**src/rtl/seg7_scan_display_if.sv**
```systemverilog
// Signal bundle between a counter source and the 4-digit scanned 7-segment display.
// The master side supplies the two counter values and display controls;
// the slave side (the display block) returns the pin drives and status.
interface seg7_scan_display_if;
   logic [13:0] cntr_a;
   logic [13:0] cntr_b;
   logic        sel;
   logic        blank_lz;
   logic [6:0]  seg;
   logic [3:0]  an;
   logic        ovf;
   logic        busy;

   modport master (
      output cntr_a,
      output cntr_b,
      output sel,
      output blank_lz,
      input  seg,
      input  an,
      input  ovf,
      input  busy
   );

   modport slave (
      input  cntr_a,
      input  cntr_b,
      input  sel,
      input  blank_lz,
      output seg,
      output an,
      output ovf,
      output busy
   );
endinterface

```
**src/rtl/seg7_scan_display.sv**
```systemverilog
// Four-digit multiplexed 7-segment display driver.
// A scan timer lights one digit for DIGIT_PERIOD cycles in turn. Once per frame
// the selected binary counter is sampled and converted to BCD by a serial
// double-dabble engine; the result is committed atomically so the display
// never shows a half-converted value. Values above 9999 show four dashes.
module seg7_scan_display #(
   parameter int DIGIT_PERIOD = 20,
   parameter int ACTIVE_LOW   = 1
) (
   input  logic                 clk_10k,
   input  logic                 rst,
   seg7_scan_display_if.slave   bus
);

   typedef enum logic [1:0] {
      IDLE   = 2'd0,
      SHIFT  = 2'd1,
      COMMIT = 2'd2
   } state_t;

   localparam logic [9:0] TIMER_LAST = 10'(DIGIT_PERIOD - 1);
   localparam logic [3:0] SHIFT_LAST = 4'd13;
   localparam logic [6:0] SEG_DASH   = 7'h40;
   localparam logic [6:0] SEG_BLANK  = 7'h00;
   localparam logic [6:0] SEG_ZERO   = 7'h3F;

   logic [9:0]  timer;
   logic [1:0]  digit_idx;
   logic        timer_tc;
   logic [1:0]  digit_nxt;

   state_t      state;
   logic [13:0] bin_sr;
   logic [15:0] scratch;
   logic [15:0] scratch_adj;
   logic [3:0]  shift_cnt;
   logic        ovf_pend;
   logic [15:0] bcd_q;
   logic        ovf_q;
   logic        busy_q;

   logic [6:0]  seg_q;
   logic [3:0]  an_q;
   logic [6:0]  seg_nxt;
   logic [3:0]  nibble;
   logic        blank_digit;
   logic        zero_from3;
   logic        zero_from2;
   logic        zero_from1;

   // Double-dabble correction: a nibble of 5 or more would exceed 9 after doubling.
   function automatic logic [3:0] add3(input logic [3:0] d);
      return (d >= 4'd5) ? d + 4'd3 : d;
   endfunction

   // Active-high gfedcba patterns for decimal digits.
   function automatic logic [6:0] seg_decode(input logic [3:0] d);
      logic [6:0] p;
      case (d)
         4'd0:    p = 7'h3F;
         4'd1:    p = 7'h06;
         4'd2:    p = 7'h5B;
         4'd3:    p = 7'h4F;
         4'd4:    p = 7'h66;
         4'd5:    p = 7'h6D;
         4'd6:    p = 7'h7D;
         4'd7:    p = 7'h07;
         4'd8:    p = 7'h7F;
         4'd9:    p = 7'h6F;
         default: p = SEG_BLANK;
      endcase
      return p;
   endfunction

   assign timer_tc  = (timer == TIMER_LAST);
   assign digit_nxt = timer_tc ? digit_idx + 2'd1 : digit_idx;

   assign scratch_adj = {add3(scratch[15:12]), add3(scratch[11:8]),
                         add3(scratch[7:4]),   add3(scratch[3:0])};

   // Scan timer and digit index: advance to the next digit at each terminal count.
   always_ff @(posedge clk_10k or posedge rst) begin
      if (rst) begin
         timer     <= '0;
         digit_idx <= '0;
      end else if (timer_tc) begin
         timer     <= '0;
         digit_idx <= digit_nxt;
      end else begin
         timer     <= timer + 10'd1;
      end
   end

   // Conversion FSM: sample at frame end, shift 14 times, then commit in one cycle.
   always_ff @(posedge clk_10k or posedge rst) begin
      if (rst) begin
         state     <= IDLE;
         bin_sr    <= '0;
         scratch   <= '0;
         shift_cnt <= '0;
         ovf_pend  <= 1'b0;
         bcd_q     <= '0;
         ovf_q     <= 1'b0;
         busy_q    <= 1'b0;
      end else begin
         case (state)
            IDLE: begin
               if (timer_tc && (digit_idx == 2'd3)) begin
                  bin_sr    <= bus.sel ? bus.cntr_b : bus.cntr_a;
                  ovf_pend  <= (bus.sel ? bus.cntr_b : bus.cntr_a) > 14'd9999;
                  scratch   <= '0;
                  shift_cnt <= '0;
                  busy_q    <= 1'b1;
                  state     <= SHIFT;
               end
            end
            SHIFT: begin
               scratch   <= {scratch_adj[14:0], bin_sr[13]};
               bin_sr    <= {bin_sr[12:0], 1'b0};
               shift_cnt <= shift_cnt + 4'd1;
               if (shift_cnt == SHIFT_LAST) begin
                  state <= COMMIT;
               end
            end
            COMMIT: begin
               bcd_q  <= scratch;
               ovf_q  <= ovf_pend;
               busy_q <= 1'b0;
               state  <= IDLE;
            end
            default: begin
               busy_q <= 1'b0;
               state  <= IDLE;
            end
         endcase
      end
   end

   assign zero_from3 = (bcd_q[15:12] == 4'd0);
   assign zero_from2 = zero_from3 && (bcd_q[11:8] == 4'd0);
   assign zero_from1 = zero_from2 && (bcd_q[7:4] == 4'd0);

   // Pick the pattern for the digit that will be lit next cycle, applying dash and blanking rules.
   always_comb begin
      nibble      = bcd_q[3:0];
      blank_digit = 1'b0;
      case (digit_nxt)
         2'd0: begin
            nibble      = bcd_q[3:0];
            blank_digit = 1'b0;
         end
         2'd1: begin
            nibble      = bcd_q[7:4];
            blank_digit = zero_from1;
         end
         2'd2: begin
            nibble      = bcd_q[11:8];
            blank_digit = zero_from2;
         end
         default: begin
            nibble      = bcd_q[15:12];
            blank_digit = zero_from3;
         end
      endcase
      if (ovf_q) begin
         seg_nxt = SEG_DASH;
      end else if (bus.blank_lz && blank_digit) begin
         seg_nxt = SEG_BLANK;
      end else begin
         seg_nxt = seg_decode(nibble);
      end
   end

   // Output registers, updated in step with the digit index so seg and an never disagree.
   always_ff @(posedge clk_10k or posedge rst) begin
      if (rst) begin
         an_q  <= 4'b0001;
         seg_q <= SEG_ZERO;
      end else begin
         an_q  <= 4'b0001 << digit_nxt;
         seg_q <= seg_nxt;
      end
   end

   assign bus.seg  = (ACTIVE_LOW != 0) ? ~seg_q : seg_q;
   assign bus.an   = (ACTIVE_LOW != 0) ? ~an_q  : an_q;
   assign bus.ovf  = ovf_q;
   assign bus.busy = busy_q;

endmodule

```
**src/flat_wrapper.sv**
```systemverilog
// flat-port wrapper written by rule: the top's interface ports become plain ports
module seg7_scan_display_flat 
#(
   parameter int DIGIT_PERIOD = 20,
   parameter int ACTIVE_LOW   = 1
)
  (clk_10k, rst, bus_cntr_a, bus_cntr_b, bus_sel, bus_blank_lz, bus_seg, bus_an, bus_ovf, bus_busy);
  seg7_scan_display_if bus_i ();
  input  logic clk_10k;
  input  logic rst;
  input wire logic [$bits(bus_i.cntr_a)-1:0] bus_cntr_a;
  input wire logic [$bits(bus_i.cntr_b)-1:0] bus_cntr_b;
  input wire logic [$bits(bus_i.sel)-1:0] bus_sel;
  input wire logic [$bits(bus_i.blank_lz)-1:0] bus_blank_lz;
  output wire logic [$bits(bus_i.seg)-1:0] bus_seg;
  output wire logic [$bits(bus_i.an)-1:0] bus_an;
  output wire logic [$bits(bus_i.ovf)-1:0] bus_ovf;
  output wire logic [$bits(bus_i.busy)-1:0] bus_busy;
  assign bus_i.cntr_a = bus_cntr_a;
  assign bus_i.cntr_b = bus_cntr_b;
  assign bus_i.sel = bus_sel;
  assign bus_i.blank_lz = bus_blank_lz;
  assign bus_seg = bus_i.seg;
  assign bus_an = bus_i.an;
  assign bus_ovf = bus_i.ovf;
  assign bus_busy = bus_i.busy;
  seg7_scan_display #(.DIGIT_PERIOD(DIGIT_PERIOD), .ACTIVE_LOW(ACTIVE_LOW)) u_core (.clk_10k(clk_10k), .rst(rst), .bus(bus_i));
endmodule
```
**config.mk**
```make
export PLATFORM = sky130hd
export DESIGN_NAME = seg7_scan_display_flat
export DESIGN_NICKNAME = d
export VERILOG_FILES = /design/src/rtl/seg7_scan_display_if.sv /design/src/rtl/seg7_scan_display.sv /design/src/flat_wrapper.sv
export SDC_FILE = /design/constraint.sdc
export NUM_CORES = 1
export LEC_CHECK = 0
export CORE_AREA = 2 2 110 112
export DETAILED_ROUTE_END_ITERATION = 8
export DIE_AREA = 0 0 112 114
export GPL_ROUTABILITY_DRIVEN = 0
export PLACE_DENSITY = 0.66
export SETUP_SLACK_MARGIN = 0.4
export SLEW_MARGIN = 20
export SYNTH_ARGS = -nofsm -noshare
export SYNTH_HDL_FRONTEND = slang
export SYNTH_SLANG_ARGS = --single-unit
```
**constraint.sdc**
```tcl
create_clock -name clk_10k -period 5.6 [get_ports clk_10k]
set_clock_uncertainty 0.15 [all_clocks]
set_input_delay 1.12 -clock clk_10k [delete_from_list [all_inputs] [get_ports clk_10k]]
set_output_delay 1.12 -clock clk_10k [all_outputs]
set_load 0.01 [all_outputs]
```
==> metrics <==
status finished clean; crit path max fanout 11; Vert. Die Dim between 100 and 150 microns; FFs w/ async S/R, synth 100%; worst-margin pin slew 0.963 ns; DP Worst Slack 2.46 ns; net count after synthesis between 400 and 500; cell family with most CP delay flip-flops; drt total wl 8280 microns; Max Buffers Root-to-Sink 2; core area 11700 sq um; vias per std cell 5.15; worst r2r dst u_core.seg_q[0]$_DFF_PP1_; WHS Path Cells 2; EDFF count, synth 0; CTS Hold Buffers Added 0; Synth Area per Inst 9.80 sq um; DR DRC count 0; main area contributors after synthesis dfrtp_1, o21ai_0, nand2_1; Slew Viols, Final 0; Max-cap violations 0; Syn. warnings 0; post-DP HPWL between 5000 and 6000 microns; layout cells sized above 1 10.6%; VDD IR max 0.314 mV; vias in the first global route 3131; drt pass-1 iters 4; # diodes 0; clk slew on worst S/H paths 0.06 ns; DIE AREA roughly 13000 sq um; DR WL/cell between 10 and 15 microns; CTS tree built; Internal ~0.0010 W; Layout Nets 508; Final Hold Slack 0.330 ns; synth unique cells 42; largest net degree at the start of global routing 50; Critical Path AT 3.02 ns; min-delay worst type reg -> reg; Fin Setup TNS 0 ns; crit start category flip-flop; Max Clk Rate 0.343 GHz; Commonest cells post-synth dfrtp_1, nand2_1, o21ai_0; root buffer cell clkbuf_16; Finish-stage setup viols 0; Top FF cell, synth dfrtp_1; top cell type's share of synthesized area 43.1%; Seq pwr share 44.8%; #FFs+latches synth 78; Worst-Skew Late Latency ~0.34 ns; Sw Ratio 20.7%; Buf+Inv Stages, Crit Path 1; CP Class reg -> reg; Post-CTS Setup Repair Bufs 0; final count of hold timing violations 0; reg-to-reg critical path startpoint u_core.digit_idx[0]$_DFFE_PP0N_; Tmin final 2.91 ns; cells along the critical path ha_1 -> mux4_2 -> a21oi_1 -> inv_1 -> ha_1 -> nor3_1 -> o21ai_0 -> a21oi_1; I/O Pins 45; antenna violations before repair 0; placed cell count 595; final worst slack around 2.7 ns; H-tree Lvls 3; Worst slew margin 35.7%; WHS Endpoint u_core.bin_sr[6]$_DFFE_PP0P_; Logic pwr share 4.7%; number of CTS-inserted buffers 9; Remaining Overflow, GRT 0; Cell Pwr Density between 200 and 300 nW/um^2; clk sinks 78; port bufs 44; Final period util 52.0%; Initial Util 35.2%; worst path required time 5.71 ns; CTS resizes 0; First DRT Iteration DRCs 206; Slowest-stage cell, CP dfrtp_1; first-pass GRT wire length between 10000 and 15000 microns; power share of the clock group 50.5%; final antenna-violating net count 0; Worst Setup End Kind flip-flop; Yosys top cell by area dfrtp_1; hold path start u_core.bin_sr[6]$_DFFE_PP0P_; std cell rows 40; CP peak stage delay 0.68 ns; Seq/Total Area, Yosys 47.6%; cells after synthesis 420; Vias 3149; GRT Util Overall 13.7%; Post-Syn Area about 4100 sq um; final std cells w/o fill just over 600; Tot Pwr 0.00127 W; RSZ-0062 raised after global routing no; top-count cell post-synth dfrtp_1; leakage approximately 2.2 nW; setup slack, reg-to-reg 2.69 ns; sw power 0.000263 W; Area Overhead vs Synth 21.7%; number of fill cells in the layout between 1000 and 1500; Die W 112 microns; r2r worst-path depth 8
[worst reg2reg max path, delay by kind of cell, from the launching register on]
kind / cells / cell delay [ns]
muxes: 1 / 0.34
and+or+nand+nor: 1 / 0.23
AOI/OAI and AO/OA: 3 / 0.67
buffers and inverters: 1 / 0.13
adders and majority gates: 2 / 0.63
DFF: 1 / 0.68
[cells by family (layout without fill, tap and decap cells)]
| logic type | Yosys count | after routing | share of synthesized area, % |
|---|---|---|---|
| simple gates | 130 | 130 | 14.8 |
| compound gates | 99 | 99 | 13.5 |
| flops | 78 | 78 | 47.6 |
| buf+inv | 47 | 91 | 4.62 |
| mux | 33 | 33 | 10.9 |
| fa+ha+maj | 17 | 17 | 5.17 |
| xor+xnor | 16 | 16 | 3.40 |
[layout by cell type (no fill, tap or decap), types with 3 or more instances in the layout]
cell | synthesis | routed
mux4_2 | 8 | 8
nand2b_1 | 8 | 8
nor2_1 | 21 | 21
o31ai_1 | 3 | 3
nand2_1 | 57 | 57
buf_4 | 0 | 3
mux2_2 | 9 | 9
nor2b_1 | 3 | 3
nor4_1 | 5 | 5
inv_1 | 28 | 27
or3_1 | 3 | 3
nor3_1 | 9 | 9
o21ai_0 | 55 | 55
nand3_1 | 9 | 9
o31a_1 | 4 | 4
nand4_1 | 5 | 5
and3_1 | 3 | 3
ha_1 | 17 | 17
dfstp_2 | 7 | 7
a21oi_1 | 26 | 26
clkbuf_16 | 0 | 9
xor2_1 | 5 | 5
clkdlybuf4s50_1 | 0 | 44
dfrtp_1 | 71 | 71
xnor2_1 | 11 | 11
o21ai_1 | 3 | 3
mux2i_1 | 14 | 14
[metrics by stage]
| step | cell area (sq um) | util (%) |
|---|---|---|
| detailed placement | 4680 | 40.0 |
| finish | 5010 | 42.8 |
| global placement | 4680 | 40.0 |
| floorplan | 4120 | - |
| global route | 5010 | 42.8 |
| CTS | 5010 | 42.8 |
[flip-flops by register name, indices dropped and copies added, names as in the netlist, 2 cells and up]
name and count:
u_core.bcd_q 16, u_core.an_q 4, u_core.digit_idx 2, u_core.timer 10, u_core.scratch 16, u_core.bin_sr 14
u_core.state 2, u_core.seg_q 7, u_core.shift_cnt 4
[power groups by stage]
stage / clock network, W / logic (W) / registers [W]
after floorplan: 0 / 0.0000275 / 0.000578
after global placement: 0 / 0.0000600 / 0.000578
after detailed placement: 0 / 0.0000612 / 0.000578
after CTS: 0.000656 / 0.0000612 / 0.000568
after global routing: 0.000679 / 0.0000671 / 0.000568
final: 0.000640 / 0.0000598 / 0.000568
[layout make-up]
type | instances | area [sq um] | share of cell area (%)
multi-input combinational | 295 | 1970 | 39.3
sequential | 78 | 1960 | 39.1
timing repair buffer | 47 | 463 | 9.24
clock buffer | 10 | 239 | 4.77
tap | 147 | 184 | 3.67
inverter | 28 | 105 | 2.10
clock inverter | 6 | 92.6 | 1.85
[worst max-delay path by stage]
stage	from	endpoint	depth (start not counted)
floorplan	rst	u_core.an_q[1]$_DFF_PP0_	1
detailed placement	bus_sel	u_core.ovf_pend$_DFFE_PP0P_	5
CTS	u_core.digit_idx[0]$_DFFE_PP0N_	u_core.seg_q[0]$_DFF_PP1_	8
global route	u_core.timer[3]$_DFF_PP0_	u_core.seg_q[3]$_DFF_PP1_	8
global placement	bus_sel	u_core.ovf_pend$_DFFE_PP0P_	5
finish	u_core.digit_idx[0]$_DFFE_PP0N_	u_core.seg_q[0]$_DFF_PP1_	8
[routing by layer]
layer	up-vias	routed length (microns)	track usage, %
met5	-	0	0
met4	0	128	4.39
met3	13	423	4.89
met2	75	3870	22.5
met1	1516	3860	17.0
li1	1545	-	-
Note: power is estimated with default switching activity, not from simulation.
